===== src/rtl/nas_vid_capture_if.sv =====
// Capture-side bundle: composite video in, frame-buffer write port and status out.
interface nas_vid_capture_if #(
    parameter int ADDR_W = 14
);
    logic              vid_sync;
    logic              vid_data;
    logic              fb_we;
    logic [ADDR_W-1:0] fb_addr;
    logic [7:0]        fb_data;
    logic [8:0]        line_no;
    logic              frame_done;
    logic              err_short;
    logic              err_frame;

    // master: the capture block, which owns the frame-buffer write port
    modport master (
        input  vid_sync, vid_data,
        output fb_we, fb_addr, fb_data, line_no, frame_done, err_short, err_frame
    );

    modport slave (
        output vid_sync, vid_data,
        input  fb_we, fb_addr, fb_data, line_no, frame_done, err_short, err_frame
    );
endinterface


===== src/rtl/nas_vid_capture.sv =====
// Composite video capture: classifies sync pulses by width, recovers dots at DOT_DIV
// clocks per dot and writes packed bytes into a frame-buffer port.
module nas_vid_capture #(
    parameter int DOT_DIV = 2,
    parameter int VS_MIN  = 320,
    parameter int H_BACK  = 200,
    parameter int H_BYTES = 48,
    parameter int V_BACK  = 16,
    parameter int V_LINES = 256,
    parameter int ADDR_W  = 14
) (
    input  logic                clk,
    input  logic                rst,
    input  logic                en,
    nas_vid_capture_if.master   vif
);
    localparam logic [2:0] S_IDLE    = 3'd0;
    localparam logic [2:0] S_WAIT_VS = 3'd1;
    localparam logic [2:0] S_VBACK   = 3'd2;
    localparam logic [2:0] S_WAIT_HS = 3'd3;
    localparam logic [2:0] S_HDELAY  = 3'd4;
    localparam logic [2:0] S_CAPTURE = 3'd5;

    localparam int PW = (DOT_DIV > 1) ? $clog2(DOT_DIV) : 1;
    localparam int HW = $clog2(H_BACK + 1);
    localparam int IW = (H_BYTES > 1) ? $clog2(H_BYTES) : 1;
    localparam int VW = $clog2(V_BACK + 1);
    localparam logic [9:0] VS_SAT = 10'(VS_MIN);

    logic [1:0]        sync_sq, data_sq;
    logic              sync_prev_q;
    logic [9:0]        scnt_q;
    logic              sync_s, data_s, sync_fall, sync_rise, vs_evt, hs_evt;

    logic [2:0]        state_q, state_d;
    logic [HW-1:0]     hcnt_q, hcnt_d;
    logic [VW-1:0]     vcnt_q, vcnt_d;
    logic [PW-1:0]     phase_q, phase_d;
    logic [2:0]        dot_q, dot_d;
    logic [IW-1:0]     idx_q, idx_d;
    logic [8:0]        line_q, line_d;
    logic [ADDR_W-1:0] base_q, base_d;
    logic [7:0]        shift_q, shift_d;
    logic              fb_we_q, fb_we_d;
    logic [ADDR_W-1:0] fb_addr_q, fb_addr_d;
    logic [7:0]        fb_data_q, fb_data_d;
    logic              done_q, done_d;
    logic              err_short_q, err_short_d;
    logic              err_frame_q, err_frame_d;
    logic              line_end;

    assign sync_s    = sync_sq[1];
    assign data_s    = data_sq[1];
    assign sync_fall = sync_prev_q & ~sync_s;
    assign sync_rise = ~sync_prev_q & sync_s;
    assign vs_evt    = sync_rise & (scnt_q >= VS_SAT);
    assign hs_evt    = sync_rise & (scnt_q <  VS_SAT);

    // The falling-edge cycle is already the first low clock, so the count restarts at 1;
    // a pulse of exactly VS_MIN low clocks then reads VS_MIN on its rising edge.
    always_ff @(posedge clk) begin
        if (rst) begin
            sync_sq     <= 2'b11;
            data_sq     <= 2'b11;
            sync_prev_q <= 1'b1;
            scnt_q      <= '0;
        end else begin
            sync_sq     <= {sync_sq[0], vif.vid_sync};
            data_sq     <= {data_sq[0], vif.vid_data};
            sync_prev_q <= sync_s;
            if (sync_fall)
                scnt_q <= 10'd1;
            else if (!sync_s && scnt_q < VS_SAT)
                scnt_q <= scnt_q + 10'd1;
        end
    end

    always_comb begin
        state_d     = state_q;
        hcnt_d      = hcnt_q;
        vcnt_d      = vcnt_q;
        phase_d     = phase_q;
        dot_d       = dot_q;
        idx_d       = idx_q;
        line_d      = line_q;
        base_d      = base_q;
        shift_d     = shift_q;
        fb_we_d     = 1'b0;
        fb_addr_d   = fb_addr_q;
        fb_data_d   = fb_data_q;
        done_d      = 1'b0;
        err_short_d = err_short_q;
        err_frame_d = err_frame_q;
        line_end    = 1'b0;

        case (state_q)
            S_IDLE: if (en) state_d = S_WAIT_VS;
            S_WAIT_VS: begin
                if (!en) begin
                    state_d = S_IDLE;
                end else if (vs_evt) begin
                    state_d = S_VBACK;
                    line_d  = '0;
                    base_d  = '0;
                    vcnt_d  = '0;
                end
            end
            S_VBACK: begin
                if (hs_evt) begin
                    if (vcnt_q == VW'(V_BACK - 1)) begin
                        state_d = S_HDELAY;
                        hcnt_d  = '0;
                    end else begin
                        vcnt_d = vcnt_q + VW'(1);
                    end
                end
            end
            S_WAIT_HS: begin
                if (hs_evt) begin
                    state_d = S_HDELAY;
                    hcnt_d  = '0;
                end
            end
            S_HDELAY: begin
                if (hcnt_q == HW'(H_BACK - 1)) begin
                    state_d = S_CAPTURE;
                    phase_d = '0;
                    dot_d   = '0;
                    idx_d   = '0;
                end else begin
                    hcnt_d = hcnt_q + HW'(1);
                end
            end
            S_CAPTURE: begin
                if (sync_fall) begin
                    // line cut short: partial byte is discarded, line still counts
                    err_short_d = 1'b1;
                    line_end    = 1'b1;
                end else begin
                    if (phase_q == '0)
                        shift_d = {shift_q[6:0], data_s};
                    if (phase_q == PW'(DOT_DIV - 1)) begin
                        phase_d = '0;
                        dot_d   = dot_q + 3'd1;
                        if (dot_q == 3'd7) begin
                            fb_we_d   = 1'b1;
                            fb_data_d = shift_d;
                            fb_addr_d = base_q + ADDR_W'(idx_q);
                            if (idx_q == IW'(H_BYTES - 1))
                                line_end = 1'b1;
                            else
                                idx_d = idx_q + IW'(1);
                        end
                    end else begin
                        phase_d = phase_q + PW'(1);
                    end
                end
            end
            default: state_d = S_IDLE;
        endcase

        if (line_end) begin
            idx_d   = '0;
            dot_d   = '0;
            phase_d = '0;
            if (line_q == 9'(V_LINES - 1)) begin
                line_d  = '0;
                base_d  = '0;
                done_d  = 1'b1;
                state_d = S_WAIT_VS;
            end else begin
                line_d  = line_q + 9'd1;
                base_d  = base_q + ADDR_W'(H_BYTES);
                state_d = S_WAIT_HS;
            end
        end

        // A vsync anywhere inside a frame abandons it and restarts the vertical count.
        if (vs_evt && (state_q inside {S_VBACK, S_WAIT_HS, S_HDELAY, S_CAPTURE})) begin
            err_frame_d = 1'b1;
            state_d     = S_VBACK;
            line_d      = '0;
            base_d      = '0;
            vcnt_d      = '0;
        end
    end

    always_ff @(posedge clk) begin
        if (rst) begin
            state_q     <= S_IDLE;
            hcnt_q      <= '0;
            vcnt_q      <= '0;
            phase_q     <= '0;
            dot_q       <= '0;
            idx_q       <= '0;
            line_q      <= '0;
            base_q      <= '0;
            shift_q     <= '0;
            fb_we_q     <= 1'b0;
            fb_addr_q   <= '0;
            fb_data_q   <= '0;
            done_q      <= 1'b0;
            err_short_q <= 1'b0;
            err_frame_q <= 1'b0;
        end else begin
            state_q     <= state_d;
            hcnt_q      <= hcnt_d;
            vcnt_q      <= vcnt_d;
            phase_q     <= phase_d;
            dot_q       <= dot_d;
            idx_q       <= idx_d;
            line_q      <= line_d;
            base_q      <= base_d;
            shift_q     <= shift_d;
            fb_we_q     <= fb_we_d;
            fb_addr_q   <= fb_addr_d;
            fb_data_q   <= fb_data_d;
            done_q      <= done_d;
            err_short_q <= err_short_d;
            err_frame_q <= err_frame_d;
        end
    end

    assign vif.fb_we      = fb_we_q;
    assign vif.fb_addr    = fb_addr_q;
    assign vif.fb_data    = fb_data_q;
    assign vif.line_no    = line_q;
    assign vif.frame_done = done_q;
    assign vif.err_short  = err_short_q;
    assign vif.err_frame  = err_frame_q;
endmodule


===== src/flat_wrapper.sv =====
// flat-port wrapper written by rule: the top's interface ports become plain ports
module nas_vid_capture_flat 
#(
    parameter int DOT_DIV = 2,
    parameter int VS_MIN  = 320,
    parameter int H_BACK  = 200,
    parameter int H_BYTES = 48,
    parameter int V_BACK  = 16,
    parameter int V_LINES = 256,
    parameter int ADDR_W  = 14
)
  (clk, rst, en, vif_vid_sync, vif_vid_data, vif_fb_we, vif_fb_addr, vif_fb_data, vif_line_no, vif_frame_done, vif_err_short, vif_err_frame);
  nas_vid_capture_if #(.ADDR_W(ADDR_W)) vif_i ();
  input  logic clk;
  input  logic rst;
  input  logic en;
  input wire logic [$bits(vif_i.vid_sync)-1:0] vif_vid_sync;
  input wire logic [$bits(vif_i.vid_data)-1:0] vif_vid_data;
  output wire logic [$bits(vif_i.fb_we)-1:0] vif_fb_we;
  output wire logic [$bits(vif_i.fb_addr)-1:0] vif_fb_addr;
  output wire logic [$bits(vif_i.fb_data)-1:0] vif_fb_data;
  output wire logic [$bits(vif_i.line_no)-1:0] vif_line_no;
  output wire logic [$bits(vif_i.frame_done)-1:0] vif_frame_done;
  output wire logic [$bits(vif_i.err_short)-1:0] vif_err_short;
  output wire logic [$bits(vif_i.err_frame)-1:0] vif_err_frame;
  assign vif_i.vid_sync = vif_vid_sync;
  assign vif_i.vid_data = vif_vid_data;
  assign vif_fb_we = vif_i.fb_we;
  assign vif_fb_addr = vif_i.fb_addr;
  assign vif_fb_data = vif_i.fb_data;
  assign vif_line_no = vif_i.line_no;
  assign vif_frame_done = vif_i.frame_done;
  assign vif_err_short = vif_i.err_short;
  assign vif_err_frame = vif_i.err_frame;
  nas_vid_capture #(.DOT_DIV(DOT_DIV), .VS_MIN(VS_MIN), .H_BACK(H_BACK), .H_BYTES(H_BYTES), .V_BACK(V_BACK), .V_LINES(V_LINES), .ADDR_W(ADDR_W)) u_core (.clk(clk), .rst(rst), .en(en), .vif(vif_i));
endmodule

===== config.mk =====
export PLATFORM = sky130hd
export DESIGN_NAME = nas_vid_capture_flat
export DESIGN_NICKNAME = d
export VERILOG_FILES = /design/src/rtl/nas_vid_capture_if.sv /design/src/rtl/nas_vid_capture.sv /design/src/flat_wrapper.sv
export SDC_FILE = /design/constraint.sdc
export NUM_CORES = 1
export LEC_CHECK = 0
export BUFFER_PORTS_ARGS = -buffer_cell sky130_fd_sc_hd__buf_2
export CORE_MARGIN = 4
export CORE_UTILIZATION = 40
export DETAILED_ROUTE_END_ITERATION = 8
export SLEW_MARGIN = 20
export SYNTH_ARGS = -nofsm -noshare
export SYNTH_HDL_FRONTEND = slang
export SYNTH_SLANG_ARGS = --single-unit

===== constraint.sdc =====
create_clock -name clk -period 2.74 [get_ports clk]
set_input_delay 0.274 -clock clk [delete_from_list [all_inputs] [get_ports clk]]
set_output_delay 0.274 -clock clk [all_outputs]
set_load 0.01 [all_outputs]

==> impl_table.tex <==
\begin{tabular}{lr}
\hline
Metric & Value \\
\hline
\multicolumn{2}{l}{\textbf{Worst setup path}} \\
\quad Reg-to-reg slack, setup & 0.48 ns \\
\quad Class of the most critical setup path & flop to flop \\
\quad Required @ worst endpoint & 3.04 ns \\
\quad Worst setup EP type & flop \\
\quad Arrival time of data at the critical path endpoint & 2.55 ns \\
\quad Biggest fanout along the worst timing path & 15 \\
\quad CP Launch Type & flop \\
\multicolumn{2}{l}{\textbf{Route}} \\
\quad Via Count & 3660 \\
\quad Detailed-routing iteration count for the pre-antenna-repair pass & 4 \\
\quad Average via count per standard cell & 5.32 \\
\quad Total wirelength of the detailed-routed design & 9520 um \\
\quad Antenna violation net count after detailed routing & 0 \\
\quad DRC marker count from the first detailed-route iteration & 168 \\
\quad Number of remaining DRC errors & 0 \\
\quad Routed len/inst & 13.8 um \\
\multicolumn{2}{l}{\textbf{Clock network}} \\
\quad Resize count post-CTS & 0 \\
\quad Reg clk slew, reported paths & 0.09 ns \\
\quad Count of hold-fix buffers inserted at cts & 0 \\
\quad Number of buffers added for setup after CTS & 0 \\
\quad Sink Count & 94 \\
\quad Clock insertion delay at the later pin of the skew report & 0.37 ns \\
\quad Clock H-tree levels & 3 \\
\quad CTS tree & done \\
\quad Root Buffer Master & sky130\_fd\_sc\_hd\_\_clkbuf\_8 \\
\quad Number of CTS-inserted buffers & 9 \\
\quad Number of buffers on the longest clock path & 2 \\
\multicolumn{2}{l}{\textbf{Power}} \\
\quad Gate power share & 0.035 \\
\quad Clock group share of total power & 0.404 \\
\quad Net switching fraction of the power & 0.226 \\
\quad Power Dens Cells & 510 mW/mm\^{}2 \\
\quad Reg power frac & 0.561 \\
\quad Net switching power of the design & 0.561 mW \\
\quad Maximum vdd ir drop & 0.236 mV \\
\quad Internal cell power & 1.92 mW \\
\quad LEAKAGE & 1.71 nW \\
\multicolumn{2}{l}{\textbf{Logic synthesis}} \\
\quad FF+latch count, synth & 94 \\
\quad Cell count after synthesis & 518 \\
\quad Top-area cell type share of the netlist area & 0.431 \\
\quad Main flop type after synthesis & sky130\_fd\_sc\_hd\_\_dfxtp\_1 \\
\quad Count of different cell masters after synthesis & 63 \\
\quad Combined area of all synthesized cells & 0.00437 mm\^{}2 \\
\quad EDFF count, synth & 0 \\
\quad Synthesized netlist net count & 535 \\
\quad Yosys warnings & 0 \\
\quad Fraction of registers with async set or reset after synthesis & 0 \\
\quad Sequential share of the synthesized area & 0.431 \\
\quad Dominant cell type by area after synthesis & sky130\_fd\_sc\_hd\_\_dfxtp\_1 \\
\quad Ranking of synthesized cells by area & sky130\_fd\_sc\_hd\_\_dfxtp\_1, sky130\_fd\_sc\_hd\_\_nand2\_1, sky130\_fd\_sc\_hd\_\_a21oi\_1 \\
\quad Synth top cells by count & sky130\_fd\_sc\_hd\_\_dfxtp\_1, sky130\_fd\_sc\_hd\_\_nand2\_1, sky130\_fd\_sc\_hd\_\_nor2\_1, sky130\_fd\_sc\_hd\_\_a21oi\_1, sky130\_fd\_sc\_hd\_\_nor3\_1 \\
\quad Post-Synthesis Mean Instance Area & 8.43 um\^{}2 \\
\quad Most repeated cell in the gate-level netlist after synthesis & sky130\_fd\_sc\_hd\_\_dfxtp\_1 \\
\multicolumn{2}{l}{\textbf{Run status}} \\
\quad Result of the run & finished clean \\
\multicolumn{2}{l}{\textbf{Timing}} \\
\quad Final Hold Viols & 0 \\
\quad Final number of max-transition violations & 0 \\
\quad Max-Slew Margin vs Limit & 0.494 \\
\quad RSZ-0062 raised after global routing & no \\
\quad Min Clock Period, post-route & 2.26 ns \\
\quad Minimum hold slack & 0.0825 ns \\
\quad Total Negative Setup Slacks & 0 ns \\
\quad Pin slew with the least headroom to its limit & 0.753 ns \\
\quad Maximum achievable frequency & 443 MHz \\
\quad Number of failing setup endpoints in the final timing report & 0 \\
\quad Fin crit share & 0.823 \\
\quad Clock Skew & 0.0104 ns \\
\multicolumn{2}{l}{\textbf{Layout}} \\
\quad Fraction of layout cells with a size suffix above 1 & 0.150 \\
\quad Number of standard cells in the final layout excluding fillers & 688 \\
\quad Total inserted antenna cells & 0 \\
\quad Combined area of the multi-input logic cells & 0.00232 mm\^{}2 \\
\quad Fill cells & 1060 \\
\quad Area growth from synthesis to layout & 11.5\% \\
\quad Storage element area & 0.00188 mm\^{}2 \\
\quad Number of nets in the layout & 565 \\
\multicolumn{2}{l}{\textbf{Global routing}} \\
\quad Initial antenna violation count & 0 \\
\quad Number of global-route vias before repair & 3412 \\
\quad Overall overflow remaining after global route & 0 \\
\quad First-pass GRT wire length & 16300 um \\
\quad Total global routing track utilization & 0.155 \\
\quad Maximum number of pins on one net before global-route repair & 40 \\
\multicolumn{2}{l}{\textbf{Job}} \\
\quad Max-cap violation count & 0 \\
\multicolumn{2}{l}{\textbf{Floorplanning}} \\
\quad Site Rows & 37 \\
\quad Horizontal extent of the die & 112 um \\
\quad Ports placed on the boundary & 40 \\
\quad Height of the die & 112 um \\
\quad Floorplan Core Area & 0.0105 mm\^{}2 \\
\quad Initial Util & 0.417 \\
\quad Full die area & 0.0127 mm\^{}2 \\
\multicolumn{2}{l}{\textbf{Placed design}} \\
\quad Number of port buffers & 39 \\
\quad Gp weighted congestion & 0.866 \\
\quad DP Wirelength & 6660 um \\
\quad Post-placement cell count & 673 \\
\multicolumn{2}{l}{\textbf{Min path}} \\
\quad Type of the worst min-delay path & primary input to flop \\
\hline
\end{tabular}
[worst max-delay path: stages (launching register included)]
cell and delay [ns]:
sky130_fd_sc_hd__dfxtp_1 0.65, sky130_fd_sc_hd__and3b_1 0.40, sky130_fd_sc_hd__o41ai_2 0.16, sky130_fd_sc_hd__nand2b_1 0.26, sky130_fd_sc_hd__or4_1 0.54, sky130_fd_sc_hd__a21oi_1 0.17
[per-layer routing]
metal	track usage	part of all wire	up-vias
li1	-	-	1879
met1	0.207	0.50	1716
met2	0.244	0.46	59
met3	0.0383	0.032	6
met4	0.0577	0.010	0
met5	0	0	-
[metrics by stage]
| stage | setup slack, ns | total power [mW] | instance area [um^2] | utilization |
|---|---|---|---|---|
| floorplan | 0.734 | 1.49 | 4370 | - |
| global placement | 0.482 | 1.51 | 4660 | 0.445 |
| detailed placement | 0.518 | 1.51 | 4660 | 0.445 |
| CTS | 0.486 | 2.51 | 4870 | 0.465 |
| global route | 0.294 | 2.59 | 4870 | 0.465 |
| finish | 0.484 | 2.48 | 4870 | 0.465 |
[path summary, 6_finish.rpt]
path / cells past startpoint / start / to
hold / removal: 2 / vif_vid_data / u_core.data_sq[0]$_SDFF_PP1_
setup reg to reg: 5 / u_core.state_q[0]$_SDFFE_PP0P_ / u_core.base_q[11]$_SDFFE_PP0P_
setup / recovery: 5 / u_core.state_q[0]$_SDFFE_PP0P_ / u_core.base_q[11]$_SDFFE_PP0P_
hold reg to reg: 1 / u_core.data_sq[0]$_SDFF_PP1_ / u_core.data_sq[1]$_SDFF_PP1_
[area by class of cell]
cell class / count / area share
multi-input combinational: 387 / 0.477
inverter: 11 / 0.00848
clock inverter: 5 / 0.0170
timing repair buffer: 45 / 0.0494
clock buffer: 10 / 0.0262
tap: 136 / 0.0350
sequential: 94 / 0.387
[logic make-up after synthesis]
group                    Yosys count  synth area share
AND/OR/NAND/NOR                  236             0.270
AO/OA/AOI/OAI                    108             0.162
flip-flops                        94             0.431
buffers and inverters             37            0.0393
XOR/XNOR                          27            0.0542
adder cells (fa/ha/maj)           12            0.0344
multiplexers                       4           0.00946
[cells in the final DEF, fill, tap and decap left out, drive strengths merged, types with 3 or more instances in the layout]
master and instances:
mux2i 3, clkbuf 10, a211oi 17, or3 4, xnor2 17, o21ai 13, or2 7, a31oi 6
inv 13, nor3b 3, nand3 16, nand4 10, and3 6, or4 4, nor2 60, nand3b 4
nor3 20, nor4 4, buf 45, ha 12, nor2b 5, nand2 71, a21oi 48, o21a 4
xor2 10, nand2b 12, dfxtp 94
[state kept, by name (all words and copies together), names as in the netlist, 5 cells and up]
name,cells
u_core.scnt_q,10
u_core.vcnt_q,5
u_core.vif.line_no,9
u_core.shift_q,8
u_core.vif.fb_data,8
u_core.hcnt_q,8
u_core.vif.fb_addr,14
u_core.idx_q,6
u_core.base_q,10
[power groups by stage]
stage / clock network, mW / registers, mW / logic, mW
after floorplan: 0 / 1.41 / 0.0812
after global placement: 0 / 1.42 / 0.0865
after detailed placement: 0 / 1.42 / 0.0873
after CTS: 1.03 / 1.39 / 0.0876
after global routing: 1.09 / 1.39 / 0.0978
final: 1.00 / 1.39 / 0.0869
Power figures use the tool's default switching activity.
